===== src/rtl/sale_terminal_pkg.sv =====
// Shared sale-terminal types: direction codes, repeat-FSM states, grid defaults.
package sale_terminal_pkg;

  typedef enum logic [1:0] {
    DIR_LEFT  = 2'd0,
    DIR_UP    = 2'd1,
    DIR_DOWN  = 2'd2,
    DIR_RIGHT = 2'd3
  } dir_t;

  typedef logic [1:0] rpt_state_t;

  localparam rpt_state_t RPT_IDLE   = 2'd0;
  localparam rpt_state_t RPT_DELAY  = 2'd1;
  localparam rpt_state_t RPT_REPEAT = 2'd2;

  localparam int unsigned DEF_COLS = 4;
  localparam int unsigned DEF_ROWS = 3;

  function automatic int unsigned clog2_min1(input int unsigned v);
    return (v <= 32'd1) ? 32'd1 : 32'($clog2(v));
  endfunction

  function automatic int unsigned max_u(input int unsigned a, input int unsigned b);
    return (a > b) ? a : b;
  endfunction

endpackage


===== src/rtl/grid_cursor_nav_if.sv =====
// Navigation bus between key decoding, cursor navigator and interactive controller.
interface grid_cursor_nav_if
  import sale_terminal_pkg::*;
#(
  parameter int unsigned ID_W  = 4,
  parameter int unsigned CNT_W = 5,
  parameter int unsigned ROW_W = 2,
  parameter int unsigned COL_W = 2
);
  logic             Enable;
  logic             BasketMode;
  logic             DirValid;
  dir_t             Dir_in;
  logic [CNT_W-1:0] BasketProductNum;
  logic [ID_W-1:0]  ProductID;
  logic [ROW_W-1:0] Row;
  logic [COL_W-1:0] Col;
  logic             Moved;
  logic             Blocked;

  modport master (
    output Enable, BasketMode, DirValid, Dir_in, BasketProductNum,
    input  ProductID, Row, Col, Moved, Blocked
  );

  modport slave (
    input  Enable, BasketMode, DirValid, Dir_in, BasketProductNum,
    output ProductID, Row, Col, Moved, Blocked
  );
endinterface


===== src/rtl/key_repeat_timer.sv =====
// Held-key auto-repeat: IDLE/DELAY/REPEAT FSM producing a one-cycle move request.
module key_repeat_timer
  import sale_terminal_pkg::*;
#(
  parameter int unsigned HOLD_CYCLES   = 50_000_000,
  parameter int unsigned REPEAT_CYCLES = 12_500_000
) (
  input  logic clk,
  input  logic rst,
  input  logic enable,
  input  logic dir_valid,
  input  dir_t dir_in,
  output logic step_c,
  output dir_t dir_c
);
  localparam int unsigned TW = clog2_min1(max_u(HOLD_CYCLES, REPEAT_CYCLES));
  localparam logic [TW-1:0] HOLD_LOAD   = TW'(HOLD_CYCLES - 1);
  localparam logic [TW-1:0] REPEAT_LOAD = TW'(REPEAT_CYCLES - 1);

  rpt_state_t      state_q, state_d;
  logic [TW-1:0]   cnt_q, cnt_d;
  dir_t            dir_q, dir_d;

  // Every step acts on the key currently held; a repeat only fires when it equals dir_q.
  assign dir_c = dir_in;

  always_comb begin
    state_d = state_q;
    cnt_d   = cnt_q;
    dir_d   = dir_q;
    step_c  = 1'b0;
    if (!enable || !dir_valid) begin
      state_d = RPT_IDLE;
    end else begin
      case (state_q)
        RPT_DELAY, RPT_REPEAT: begin
          if (dir_in != dir_q) begin
            step_c  = 1'b1;
            dir_d   = dir_in;
            cnt_d   = HOLD_LOAD;
            state_d = RPT_DELAY;
          end else if (cnt_q == '0) begin
            step_c  = 1'b1;
            cnt_d   = REPEAT_LOAD;
            state_d = RPT_REPEAT;
          end else begin
            cnt_d = cnt_q - TW'(1);
          end
        end
        default: begin
          step_c  = 1'b1;
          dir_d   = dir_in;
          cnt_d   = HOLD_LOAD;
          state_d = RPT_DELAY;
        end
      endcase
    end
  end

  always_ff @(posedge clk or posedge rst) begin
    if (rst) begin
      state_q <= RPT_IDLE;
      cnt_q   <= '0;
      dir_q   <= DIR_LEFT;
    end else begin
      state_q <= state_d;
      cnt_q   <= cnt_d;
      dir_q   <= dir_d;
    end
  end

endmodule


===== src/rtl/grid_cursor_nav.sv =====
// Product-grid and basket cursor navigator with auto-repeat.
// Define GRID_NAV_WRAP_EN to wrap cursors at edges instead of clamping.
module grid_cursor_nav
  import sale_terminal_pkg::*;
#(
  parameter int unsigned COLS          = DEF_COLS,
  parameter int unsigned ROWS          = DEF_ROWS,
  parameter int unsigned BASKET_DEPTH  = 16,
  parameter int unsigned HOLD_CYCLES   = 50_000_000,
  parameter int unsigned REPEAT_CYCLES = 12_500_000,
  parameter int unsigned ID_W          = clog2_min1(max_u(COLS * ROWS, BASKET_DEPTH)),
  parameter int unsigned CNT_W         = 32'($clog2(BASKET_DEPTH + 1))
) (
  input logic              CLOCK,
  input logic              RESET,
  grid_cursor_nav_if.slave bus
);
  localparam int unsigned N     = COLS * ROWS;
  localparam int unsigned ROW_W = clog2_min1(ROWS);
  localparam int unsigned COL_W = clog2_min1(COLS);
  localparam int unsigned W1    = ID_W + 1;
  localparam int unsigned XW    = max_u(ID_W, CNT_W) + 1;
  localparam logic [W1-1:0] N_W    = W1'(N);
  localparam logic [W1-1:0] COLS_W = W1'(COLS);
`ifdef GRID_NAV_WRAP_EN
  localparam bit WRAP_EN = 1'b1;
`else
  localparam bit WRAP_EN = 1'b0;
`endif

  logic step_c;
  dir_t dir_c;

  logic [ID_W-1:0]  grid_q, grid_d, basket_q, basket_d, pid_q, pid_d;
  logic [ROW_W-1:0] row_q, row_d;
  logic [COL_W-1:0] col_q, col_d;
  logic             moved_q, moved_d, blocked_q, blocked_d;

  logic [W1-1:0] g_ext, g_try;
  logic [XW-1:0] b_ext, b_try, cnt_ext;
  logic          g_edge, b_edge, b_move;

  key_repeat_timer #(
    .HOLD_CYCLES  (HOLD_CYCLES),
    .REPEAT_CYCLES(REPEAT_CYCLES)
  ) u_timer (
    .clk      (CLOCK),
    .rst      (RESET),
    .enable   (bus.Enable),
    .dir_valid(bus.DirValid),
    .dir_in   (bus.Dir_in),
    .step_c   (step_c),
    .dir_c    (dir_c)
  );

  // Candidate grid position; g_try holds the wrapped target when g_edge is set.
  always_comb begin
    g_ext  = {1'b0, grid_q};
    g_try  = g_ext;
    g_edge = 1'b0;
    case (dir_c)
      DIR_LEFT: begin
        g_edge = (g_ext == '0);
        g_try  = g_edge ? (N_W - W1'(1)) : (g_ext - W1'(1));
      end
      DIR_RIGHT: begin
        g_edge = ((g_ext + W1'(1)) >= N_W);
        g_try  = g_edge ? '0 : (g_ext + W1'(1));
      end
      DIR_UP: begin
        g_edge = (g_ext < COLS_W);
        g_try  = g_edge ? (g_ext + N_W - COLS_W) : (g_ext - COLS_W);
      end
      DIR_DOWN: begin
        g_edge = ((g_ext + COLS_W) >= N_W);
        g_try  = g_edge ? (g_ext + COLS_W - N_W) : (g_ext + COLS_W);
      end
      default: ;
    endcase
  end

  // Candidate basket position within 0..count-1.
  always_comb begin
    b_ext   = XW'(basket_q);
    cnt_ext = XW'(bus.BasketProductNum);
    b_try   = b_ext;
    b_edge  = 1'b0;
    b_move  = 1'b0;
    case (dir_c)
      DIR_UP: begin
        b_move = 1'b1;
        b_edge = (b_ext == '0);
        b_try  = b_edge ? (cnt_ext - XW'(1)) : (b_ext - XW'(1));
      end
      DIR_DOWN: begin
        b_move = 1'b1;
        b_edge = ((b_ext + XW'(1)) >= cnt_ext);
        b_try  = b_edge ? '0 : (b_ext + XW'(1));
      end
      default: ;
    endcase
  end

  // Cursor update; basket shrink overrides any same-cycle basket step.
  always_comb begin
    grid_d    = grid_q;
    basket_d  = basket_q;
    moved_d   = 1'b0;
    blocked_d = 1'b0;
    if (step_c && !bus.BasketMode) begin
      if (g_edge && !WRAP_EN) begin
        blocked_d = 1'b1;
      end else begin
        grid_d  = ID_W'(g_try);
        moved_d = (grid_d != grid_q);
      end
    end
    if (cnt_ext == '0) begin
      basket_d = '0;
      if (step_c && bus.BasketMode && b_move) blocked_d = 1'b1;
    end else if (b_ext >= cnt_ext) begin
      basket_d = ID_W'(cnt_ext - XW'(1));
    end else if (step_c && bus.BasketMode && b_move) begin
      if (b_edge && !WRAP_EN) begin
        blocked_d = 1'b1;
      end else begin
        basket_d = ID_W'(b_try);
        moved_d  = (basket_d != basket_q);
      end
    end
    pid_d = bus.BasketMode ? basket_d : grid_d;
    row_d = ROW_W'(32'(grid_d) / COLS);
    col_d = COL_W'(32'(grid_d) % COLS);
  end

  always_ff @(posedge CLOCK or posedge RESET) begin
    if (RESET) begin
      grid_q    <= '0;
      basket_q  <= '0;
      pid_q     <= '0;
      row_q     <= '0;
      col_q     <= '0;
      moved_q   <= 1'b0;
      blocked_q <= 1'b0;
    end else begin
      grid_q    <= grid_d;
      basket_q  <= basket_d;
      pid_q     <= pid_d;
      row_q     <= row_d;
      col_q     <= col_d;
      moved_q   <= moved_d;
      blocked_q <= blocked_d;
    end
  end

  assign bus.ProductID = pid_q;
  assign bus.Row       = row_q;
  assign bus.Col       = col_q;
  assign bus.Moved     = moved_q;
  assign bus.Blocked   = blocked_q;

endmodule


===== src/flat_wrapper.sv =====
// flat-port wrapper written by rule: the top's interface ports become plain ports
module grid_cursor_nav_flat import sale_terminal_pkg::*;
#(
  parameter int unsigned COLS          = DEF_COLS,
  parameter int unsigned ROWS          = DEF_ROWS,
  parameter int unsigned BASKET_DEPTH  = 16,
  parameter int unsigned HOLD_CYCLES   = 50_000_000,
  parameter int unsigned REPEAT_CYCLES = 12_500_000,
  parameter int unsigned ID_W          = clog2_min1(max_u(COLS * ROWS, BASKET_DEPTH)),
  parameter int unsigned CNT_W         = 32'($clog2(BASKET_DEPTH + 1))
)
  (CLOCK, RESET, bus_Enable, bus_BasketMode, bus_DirValid, bus_Dir_in, bus_BasketProductNum, bus_ProductID, bus_Row, bus_Col, bus_Moved, bus_Blocked);
  grid_cursor_nav_if #(.ID_W(ID_W), .CNT_W(CNT_W), .ROW_W((2)), .COL_W((2))) bus_i ();
  input logic CLOCK;
  input logic RESET;
  input wire logic [$bits(bus_i.Enable)-1:0] bus_Enable;
  input wire logic [$bits(bus_i.BasketMode)-1:0] bus_BasketMode;
  input wire logic [$bits(bus_i.DirValid)-1:0] bus_DirValid;
  input wire logic [$bits(bus_i.Dir_in)-1:0] bus_Dir_in;
  input wire logic [$bits(bus_i.BasketProductNum)-1:0] bus_BasketProductNum;
  output wire logic [$bits(bus_i.ProductID)-1:0] bus_ProductID;
  output wire logic [$bits(bus_i.Row)-1:0] bus_Row;
  output wire logic [$bits(bus_i.Col)-1:0] bus_Col;
  output wire logic [$bits(bus_i.Moved)-1:0] bus_Moved;
  output wire logic [$bits(bus_i.Blocked)-1:0] bus_Blocked;
  assign bus_i.Enable = bus_Enable;
  assign bus_i.BasketMode = bus_BasketMode;
  assign bus_i.DirValid = bus_DirValid;
  assign bus_i.Dir_in = bus_Dir_in;
  assign bus_i.BasketProductNum = bus_BasketProductNum;
  assign bus_ProductID = bus_i.ProductID;
  assign bus_Row = bus_i.Row;
  assign bus_Col = bus_i.Col;
  assign bus_Moved = bus_i.Moved;
  assign bus_Blocked = bus_i.Blocked;
  grid_cursor_nav #(.COLS(COLS), .ROWS(ROWS), .BASKET_DEPTH(BASKET_DEPTH), .HOLD_CYCLES(HOLD_CYCLES), .REPEAT_CYCLES(REPEAT_CYCLES), .ID_W(ID_W), .CNT_W(CNT_W)) u_core (.CLOCK(CLOCK), .RESET(RESET), .bus(bus_i));
endmodule

===== config.mk =====
export PLATFORM = sky130hd
export DESIGN_NAME = grid_cursor_nav_flat
export DESIGN_NICKNAME = d
export VERILOG_FILES = /design/src/rtl/sale_terminal_pkg.sv /design/src/rtl/grid_cursor_nav_if.sv /design/src/rtl/key_repeat_timer.sv /design/src/rtl/grid_cursor_nav.sv /design/src/flat_wrapper.sv
export SDC_FILE = /design/constraint.sdc
export NUM_CORES = 1
export LEC_CHECK = 0
export ABC_AREA = 1
export CORE_AREA = 10 10 91 93
export DETAILED_ROUTE_END_ITERATION = 6
export DIE_AREA = 0 0 101 103
export DONT_BUFFER_PORTS = 1
export GPL_TIMING_DRIVEN = 0
export HOLD_SLACK_MARGIN = 0.05
export PLACE_DENSITY = 0.74
export SYNTH_ARGS = -nofsm -noshare
export SYNTH_HDL_FRONTEND = slang
export SYNTH_HIERARCHICAL = 1
export SYNTH_SLANG_ARGS = --single-unit

===== constraint.sdc =====
create_clock -name CLOCK -period 4.11 [get_ports CLOCK]
set_clock_uncertainty 0.15 [all_clocks]
set_input_delay 0.411 -clock CLOCK [delete_from_list [all_inputs] [get_ports CLOCK]]
set_output_delay 0.411 -clock CLOCK [all_outputs]
set_load 0.01 [all_outputs]

==> results.md <==
- Status: completed
- DR vias/cell: 5.29
- Final core utilization: 60.8%
- Min-Delay Path Class: primary input to flip-flop
- Largest family of logic cells by synthesized area: simple AND/OR/NAND/NOR gates
- DRC: 0
- Top cells by area, synth: dfrtp_1 (29%), nand2_1 (15%), ha_1 (8.6%)
- Net Count, Synth: 584
- Worst-path fanout max: 8
- WP data arrival: 2750 ps
- Final RePlAce weighted congestion: 0.946
- Worst hold slack: 63.9 ps
- Pin count of the biggest net entering global routing: 31
- Simple-gate share of the synthesized area: 40.4%
- CTS sink cnt: 44
- Worst VDD drop: 341 uV
- Area leader, netlist: dfrtp_1
- Mux share of post-synthesis cell area: 0.297%
- RR Endpoint: u_core/basket_q[0]$_DFF_PP0_
- Via count: 3359
- Initial antenna violation count: 0
- EDFF count, synth: 0
- Drt total wl: 8460 microns
- Worst setup path start: u_core/basket_q[0]$_DFF_PP0_
- Total CTS buffers: 5
- Rows: 30
- Clk buf depth: 2
- XOR/XNOR Fraction of Synth Area: between 5 and 6%
- Power Dens Cells: 455 mW/mm^2
- Io pins: 22
- Netlist Area Pre-Place: between 0.003 and 0.004 sq mm
- Peak Freq: approximately 0.37 GHz
- RSZ-0062 raised after global routing: no
- Grt ovf: 0
- Count leader, synth: nand2_1
- Synth async-reset ratio: 100%
- Final setup violation count: 0
- Starting Density: 57.7%
- Vias in the first global route: between 3000 and 4000
- Area Overhead vs Synth: 5.42%
- # diodes: 0
- Antenna violation net count after detailed routing: 0
- Layout cells sized above 1: about an eighth
- Final period util: between 60 and 70%
- Post-CTS Setup Inserts: 0
- Root Buffer: clkbuf_8
- R2R setup slack: 1420 ps
- End point of the critical path: u_core/basket_q[0]$_DFF_PP0_
- H-tree lvl count: 2
- Yosys reg bits: 44
- Compound-cell area share of the yosys netlist: 7.43%
- CP Launch Type: flip-flop
- Final Max Slew Viols: 0
- Worst Tran Pin Value: 1110 ps
- Core area: 0.00657 sq mm
- Endpoints failing hold: 0
- Post-Synth Adder-Cell Area: between 8 and 9%
- DRT Pass-1 Iters: 4
- Die Y: 103 microns
- Synthesized instance count: 546
- Initial DRC Count: 123
- Yosys Warn Count: 6
- Min cycle time layout: 2690 ps
- Placed Area: 0.00389 sq mm
- Most instantiated cells after synthesis: nand2_1 (149), nor2_1 (72), inv_1 (62)
- Fin area: 0.00399 sq mm
- DP HPWL: 6830 microns
- Die area: ~0.010 sq mm
- Slew HR: 25.6%
- PortBufs: 0
- Filler cells: 630
- Commonest register cell after synthesis: dfrtp_1
- GRT Total Usage: 17.1%
- Routed WL per cell: 13.3 microns
- R2R depth: 11
- Area fraction of the dominant cell type after synthesis: 29.1%
- Final setup TNS: 0 ps
- Clock Latency Late Sink: 310 ps
- CTS tree: built
- Clock slew at reported path FFs: 90 ps
- Syn_area_per_cell: 6.94 sq um
- Final nets: a little under 600
- Pleak: 1.99 nW
- Synth cell types: 43
- Crit Path Category: flip-flop to flip-flop
- Register area share after synthesis: 29.1%
- Max-cap viol count: 0
- Critical path data required time: 4170 ps
- Die Wd: 101 microns
- First-pass GRT wire length: roughly 15000 microns
- RR Startpoint: u_core/basket_q[0]$_DFF_PP0_
- CP Capture Type: flip-flop
-- cell type report --
class,instances,area [sq um],area share (%)
Buffer,10,81.3,2.04
Clock buffer,5,68.8,1.72
Clock inverter,3,26.3,0.658
Inverter,69,267,6.67
Multi-Input combinational cell,423,2340,58.6
Sequential cell,44,1100,27.6
Tap cell,80,100,2.51
Timing Repair Buffer,1,10.0,0.251
-- state kept, by name, indices dropped and copies added, names as in the netlist --
signal and count:
u_core/basket_q 4, u_core/bus.Blocked 1, u_core/bus.Col 1, u_core/bus.Moved 1
u_core/bus.ProductID 4, u_core/bus.Row 1, u_core/grid_q 2, u_core/u_timer/cnt_q 26
u_core/u_timer/dir_q 2, u_core/u_timer/state_q 2
-- report_power, final --
| group | leakage [nW] | total (mW) | switching [mW] | internal, mW |
|---|---|---|---|---|
| Combinational | 1.46 | 0.907 | 0.562 | 0.345 |
| Clock | 0.0491 | 0.289 | 0.164 | 0.125 |
| Sequential | 0.484 | 0.622 | 0.124 | 0.498 |
-- logic make-up after synthesis --
kind of cell	Yosys count
AND/OR/NAND/NOR	326
XOR/XNOR	22
AO/OA/AOI/OAI	48
buffers and inverters	79
flip-flops	44
adder cells (fa/ha/maj)	26
multiplexers	1
-- stage by stage --
stage	setup slack (ps)	power [mW]	cells
floorplan	1830	1.34	546
global placement	1480	1.50	626
detailed placement	1450	1.53	626
CTS	1450	1.82	635
global route	1130	2.00	635
finish	1420	1.82	635
-- critical path, stage by stage (launching register included) --
cell	delay (ps)
dfrtp_1	400
buf_2	210
inv_1	130
ha_1	370
ha_1	290
nand2_1	90
a21oi_1	80
o21ai_1	240
nand3_2	180
inv_1	150
nand2_1	90
a21boi_0	220
-- layer usage --
| layer | vias to the layer above | global-route usage [%] | wire, microns |
|---|---|---|---|
| met2 | 55 | 30.3 | 4280 |
| met5 | - | 0 | 0 |
| met3 | 17 | 1.94 | 289 |
| met1 | 1547 | 20.0 | 3680 |
| met4 | 0 | 8.04 | 208 |
| li1 | 1740 | - | - |
-- repair_timing --
item | in CTS | in global routing
endpoints found under the hold margin | 14 | 0
resized for setup | 0 | 0
hold buffers | 1 | 0
-- placed cells by master (no fill, tap or decap), types with 3 or more instances in the layout --
cell | netlist | layout
nand2_1 | 149 | 149
nor2_1 | 72 | 72
inv_1 | 62 | 62
nand3_1 | 47 | 47
dfrtp_1 | 44 | 44
ha_1 | 26 | 26
a21oi_1 | 19 | 19
o21ai_0 | 15 | 15
nand2_2 | 12 | 12
xnor2_1 | 11 | 11
xor2_1 | 11 | 11
nand4_1 | 9 | 9
nand3_2 | 8 | 8
nor2_2 | 8 | 8
clkbuf_8 | 1 | 6
and2_1 | 6 | 6
inv_2 | 5 | 5
inv_6 | 1 | 3
buf_6 | 3 | 3
buf_2 | 3 | 3
o21ai_1 | 3 | 3
nor3_2 | 3 | 3
nor2_4 | 3 | 3
-- how the worst min path moves through the flow --
stage | start | end | cells after the start | slack (ps)
finish | bus_Dir_in[0] | u_core/u_timer/dir_q[0]$_DFFE_PP0P_ | 2 | 60
global route | bus_Dir_in[0] | u_core/u_timer/dir_q[0]$_DFFE_PP0P_ | 2 | 60
CTS | bus_Dir_in[0] | u_core/u_timer/dir_q[0]$_DFFE_PP0P_ | 2 | 60
detailed placement | RESET | u_core/basket_q[0]$_DFF_PP0_ | 1 | 200
global placement | RESET | u_core/basket_q[0]$_DFF_PP0_ | 1 | 200
floorplan | RESET | u_core/basket_q[0]$_DFF_PP0_ | 1 | 150
(Power assumes the default switching activity.)
